===== src/rtl/fir_decim_half.sv =====
// 2:1 polyphase decimating FIR: 64-tap history, sequential MAC over an external
// combinational coefficient ROM, one rounded and saturated 24-bit output per sample pair.
module fir_decim_half (
  input  logic        clk,
  input  logic        rst_n,
  input  logic        s_valid,
  output logic        s_ready,
  input  logic [23:0] s_data,
  output logic        m_valid,
  input  logic        m_ready,
  output logic [23:0] m_data,
  output logic [6:0]  coef_addr,
  input  logic [15:0] coef_data
);

  localparam logic signed [45:0] SAT_MAX = 46'sd8388607;
  localparam logic signed [45:0] SAT_MIN = -46'sd8388608;
  localparam logic signed [45:0] RND_HALF = 46'sd32768;

  typedef enum logic [2:0] {
    ST_IDLE  = 3'd0,
    ST_FETCH = 3'd1,
    ST_MAC   = 3'd2,
    ST_DRAIN = 3'd3,
    ST_OUT   = 3'd4
  } state_t;

  state_t state;
  state_t state_next;

  logic [23:0]        hist [64];
  logic [5:0]         wp;
  logic               ph;
  logic [5:0]         rd_ptr;
  logic [5:0]         tap;
  logic signed [23:0] samp_q;
  logic signed [15:0] coef_s;
  logic signed [39:0] prod_q;
  logic signed [45:0] acc;
  logic signed [45:0] acc_sum;
  logic signed [45:0] acc_rnd;
  logic signed [45:0] acc_shift;
  logic [23:0]        result;
  logic [23:0]        m_data_q;
  logic               s_fire;

  // Handshakes: a transfer happens on a rising clk edge where valid and ready are both
  // high; valid never waits on ready, and m_valid/m_data hold until the transfer occurs.
  assign s_fire = s_valid & s_ready;
  assign coef_s = coef_data;
  assign m_data = m_data_q;

  // ---------------------------------------------------------------------------
  // FSM: state register / next-state / outputs
  // ---------------------------------------------------------------------------
  always_ff @(posedge clk or negedge rst_n) begin
    if (!rst_n) begin
      state <= ST_IDLE;
    end else begin
      state <= state_next;
    end
  end

  always_comb begin
    state_next = state;
    case (state)
      ST_IDLE:  if (s_fire && ph) state_next = ST_FETCH;
      ST_FETCH: state_next = ST_MAC;
      ST_MAC:   if (tap == 6'd63) state_next = ST_DRAIN;
      ST_DRAIN: state_next = ST_OUT;
      ST_OUT:   if (m_ready) state_next = ST_IDLE;
      default:  state_next = ST_IDLE;
    endcase
  end

  always_comb begin
    s_ready   = 1'b0;
    m_valid   = 1'b0;
    coef_addr = 7'd0;
    case (state)
      ST_IDLE: s_ready   = 1'b1;
      ST_MAC:  coef_addr = {1'b0, tap};
      ST_OUT:  m_valid   = 1'b1;
      default: ;
    endcase
  end

  // ---------------------------------------------------------------------------
  // Sample history and pointers
  // ---------------------------------------------------------------------------
  always_ff @(posedge clk or negedge rst_n) begin
    if (!rst_n) begin
      for (int i = 0; i < 64; i++) begin
        hist[i] <= '0;
      end
    end else if (s_fire) begin
      hist[wp] <= s_data;
    end
  end

  // rd_ptr starts at the newest sample and walks backwards one tap per cycle.
  always_ff @(posedge clk or negedge rst_n) begin
    if (!rst_n) begin
      wp     <= '0;
      ph     <= 1'b0;
      rd_ptr <= '0;
    end else if (s_fire) begin
      wp     <= wp + 6'd1;
      ph     <= ~ph;
      rd_ptr <= wp;
    end else if (state == ST_FETCH || state == ST_MAC) begin
      rd_ptr <= rd_ptr - 6'd1;
    end
  end

  always_ff @(posedge clk or negedge rst_n) begin
    if (!rst_n) begin
      tap <= '0;
    end else if (state == ST_MAC) begin
      tap <= tap + 6'd1;
    end else begin
      tap <= '0;
    end
  end

  // ---------------------------------------------------------------------------
  // Multiply-accumulate pipeline: registered read -> registered product -> accumulate
  // ---------------------------------------------------------------------------
  always_ff @(posedge clk or negedge rst_n) begin
    if (!rst_n) begin
      samp_q <= '0;
    end else if (state == ST_FETCH || state == ST_MAC) begin
      samp_q <= hist[rd_ptr];
    end
  end

  always_ff @(posedge clk or negedge rst_n) begin
    if (!rst_n) begin
      prod_q <= '0;
    end else if (state == ST_FETCH) begin
      prod_q <= '0;
    end else if (state == ST_MAC) begin
      prod_q <= 40'(samp_q) * 40'(coef_s);
    end
  end

  assign acc_sum = acc + 46'(prod_q);

  always_ff @(posedge clk or negedge rst_n) begin
    if (!rst_n) begin
      acc <= '0;
    end else if (state == ST_FETCH) begin
      acc <= '0;
    end else if (state == ST_MAC || state == ST_DRAIN) begin
      acc <= acc_sum;
    end
  end

  // The full 64-tap DC gain is about 2.0, so drop 16 fractional bits rather than 15.
  assign acc_rnd   = acc_sum + RND_HALF;
  assign acc_shift = acc_rnd >>> 16;

  always_comb begin
    result = acc_shift[23:0];
    if (acc_shift > SAT_MAX) begin
      result = 24'h7fffff;
    end else if (acc_shift < SAT_MIN) begin
      result = 24'h800000;
    end
  end

  always_ff @(posedge clk or negedge rst_n) begin
    if (!rst_n) begin
      m_data_q <= '0;
    end else if (state == ST_DRAIN) begin
      m_data_q <= result;
    end
  end

endmodule


===== config.mk =====
export PLATFORM = sky130hd
export DESIGN_NAME = fir_decim_half
export DESIGN_NICKNAME = d
export VERILOG_FILES = /design/src/rtl/fir_decim_half.sv
export SDC_FILE = /design/constraint.sdc
export NUM_CORES = 2
export LEC_CHECK = 0
export ABC_AREA = 1
export BUFFER_PORTS_ARGS = -buffer_cell sky130_fd_sc_hd__buf_2
export CORE_MARGIN = 3
export CORE_UTILIZATION = 50
export DETAILED_ROUTE_END_ITERATION = 16
export PLACE_DENSITY = 0.68
export SYNTH_ARGS = -nofsm -noshare
export SYNTH_HDL_FRONTEND = slang
export SYNTH_SLANG_ARGS = --single-unit

===== constraint.sdc =====
create_clock -name clk -period 13.85 [get_ports clk]
set_clock_uncertainty 0.1 [all_clocks]
set_input_delay 1.385 -clock clk [delete_from_list [all_inputs] [get_ports clk]]
set_output_delay 1.385 -clock clk [all_outputs]
set_load 0.05 [all_outputs]

==> flow_summary.yaml <==
synth:
  syn_area_per_cell_um2: 8.06
  synth_simple_gate_area_share_pct: 17.6
  synth-compound-area-share_pct: 18.8
  netlist_area_um2: 92800
  synthXorXnorAreaFrac_pct: 0.516
  synth_mux_area_share_pct: 0
  synth_nets: 12100
  ys_warn_count: 0
  ys_types: 58
  seq_area_frac_synth_pct: 45.6
  synthAdderAreaFrac_pct: 10.1
  syn_inst: 11500
  synth_ff_type: "dfrtp_1"
  async_flop_share_pct: 100
  synth_seq_cells: 1692
  synth-edff-count: 0
  synth_top_family_by_area: "compound AO/OA/AOI/OAI gates"
final_layout:
  syn2layout_area_growth_pct: 7.73
  multi_input_area_um2: 43600
  finalNonFillerCells: 13600
  fin_area_um2: 100000
  ff_latch_area_um2: 42400
  layout_commonest_cell: "nand2_1"
  fin_nets: 11600
  drive_above_1_share_pct: 5.97
  n_fill_cell: 17000
  final_cell_mix: "nand2_1 (2636), o21ai_0 (2588), dfrtp_1 (1687)"
clocking:
  root_buffer: "clkbuf_16"
  clk_path_buf_depth: 3
  clock_latency_ns: 0.84
  cts_resized: 0
  cts_tree: "yes"
  cts.sinks: 1692
  cts_buffers: 178
  h-tree-depth: 4
  post_cts_buffers: 0
  clk_pin_slew_ns: 0.06
  cts-hold-fix-buffers: 0
place:
  place_congestion: 0.947
  placed_area_um2: 94200
  placed_cells_incl_taps: 13300
  portBuffers: 75
  place_hpwl_um: 168000
drt:
  drc: 0
  num_vias: 79300
  drt-total-wl_um: 285000
  first_iter_violations: 7672
  viasPerCell: 5.83
  wire_per_inst_um: 21.0
  drtAntennaViolNets: 0
  drt_pass1_iterations: 6
timing:
  rsz0062_at_grt: "no"
  max_slew.worst_pin.slew_ns: 1.19
  final-setup-viol-count: 0
  finalCriticalPeriod_ns: 6.94
  period_share_pct: 50.1
  relSlewSlack_pct: 20.5
  tns_ns: 0
  final_max_slew_viol_count: 0
  hold_viol: 0
  fmax_mhz: 144
global_route:
  gr-total-overflow: 0
  antenna_found_initial: 1
  grt_pass1_wl_um: 451000
  grtUsageTotal_pct: 29.8
  grt_max_degree: 213
  first_global_vias: 78000
floorplan:
  chipWidth_um: 437
  die_area_um2: 191000
  die_h_um: 437
  core_um2: 184000
  num_rows: 157
  io_pins: 77
  start_util_pct: 50.5
worst_setup_path:
  cp.arrival_ns: 7.55
  cp-start-kind: "input pin"
  worst-setup-path-type: "in -> reg"
  cp.required_ns: 14.46
  end_kind: "flip-flop"
  cp_max_fo: 25
job:
  maxCapViolCount: 0
status:
  status: "finished clean"
hold_path:
  hold_path.class: "reg -> reg"
-- layer usage --
layer | track usage [%] | part of all wire [%]
met4 | 13.8 | 5.0
met5 | 0 | 0
met3 | 4.80 | 7.9
met1 | 39.1 | 41
met2 | 48.6 | 47
-- area by class of cell --
class,count,area share (%)
Antenna cell,2,0.00500
Timing Repair Buffer,234,1.72
Multi-Input combinational cell,8012,43.6
Tap cell,2464,3.08
Clock inverter,45,0.684
Sequential cell,1692,42.4
Inverter,894,3.38
Clock buffer,265,5.14
-- per-stage QoR --
| step | hold WS, ns | utilization (%) | worst slack [ns] |
|---|---|---|---|
| final | 0.376 | 54.4 | 6.91 |
| after floorplan | 0.347 | - | 6.98 |
| after detailed placement | 0.363 | 51.2 | 6.12 |
| after global placement | 0.360 | 51.2 | 6.10 |
| after CTS | 0.375 | 54.4 | 7.00 |
| after global routing | 0.395 | 54.4 | 6.55 |
-- cells by family after synthesis --
| kind of cell | Yosys count |
|---|---|
| compound gates | 3280 |
| xor+xnor | 53 |
| fa+ha+maj | 522 |
| buf+inv | 1812 |
| flops | 1692 |
| other cells | 1 |
| simple gates | 4156 |
-- worst paths after layout --
kind                               start         end  slack [ns]  depth (start not counted)
setup / recovery           coef_data[15]  prod_q[28]        6.91                         24
hold / removal                 hist[724]   hist[724]        0.38                          2
setup reg to reg               samp_q[5]  prod_q[37]        7.08                         27
hold reg to reg                hist[724]   hist[724]        0.38                          2
max in group asynchronous          rst_n  hist[1245]        9.81                          4
min in group asynchronous          rst_n   hist[323]        0.45                          1
-- synth_stat cells, drive strengths merged, types with 2 or more instances --
master	number	area, um2
a31oi	20	125
fa	375	7510
nand4	42	275
o21a	4	30.0
a32o	13	130
o211ai	15	113
xnor2	16	140
nor4	9	56.3
a311oi	5	43.8
clkbuf	888	3330
dfrtp	1692	42300
a22o	3	26.3
nand2	2678	10200
o221ai	37	324
o21ai	2588	13000
o22ai	422	2640
inv	860	3230
nor3	22	115
a21boi	6	45.0
nor2	1219	4700
o2111ai	2	17.5
o311ai	4	35.0
a221oi	2	17.5
ha	147	1840
dlygate4sd1	2	17.5
or2	11	68.8
o41ai	2	17.5
buf	28	168
o21bai	6	45.0
nand3	173	943
a21oi	135	762
xor2	37	339
o32ai	11	96.3
clkinv	34	128
-- worst max-delay path, cell delays in order --
cell	delay (ns)
buf_2	0.10
inv_1	0.82
or2_2	0.26
fa_1	0.42
fa_1	0.49
inv_1	0.05
fa_1	0.48
fa_1	0.40
fa_1	0.55
inv_1	0.07
fa_1	0.53
inv_1	0.06
ha_1	0.38
nand2_1	0.08
nor2_1	0.19
inv_1	0.08
nor4_1	0.30
a21oi_1	0.14
o21ai_0	0.29
a21oi_1	0.11
inv_1	0.09
a21oi_1	0.06
o21ai_0	0.12
nand2_1	0.07
-- state kept, by name, summed over array words and instances (netlist names) --
| signal | flops |
|---|---|
| hist | 1536 |
| acc | 46 |
| prod_q | 40 |
| m_data | 24 |
| samp_q | 24 |
| rd_ptr | 6 |
| tap | 6 |
| wp | 6 |
| state | 3 |
| ph | 1 |
Power is left out: the tool's default activity adds up to more than one toggle a clock period on the data nets, which glitch-free logic cannot reach.
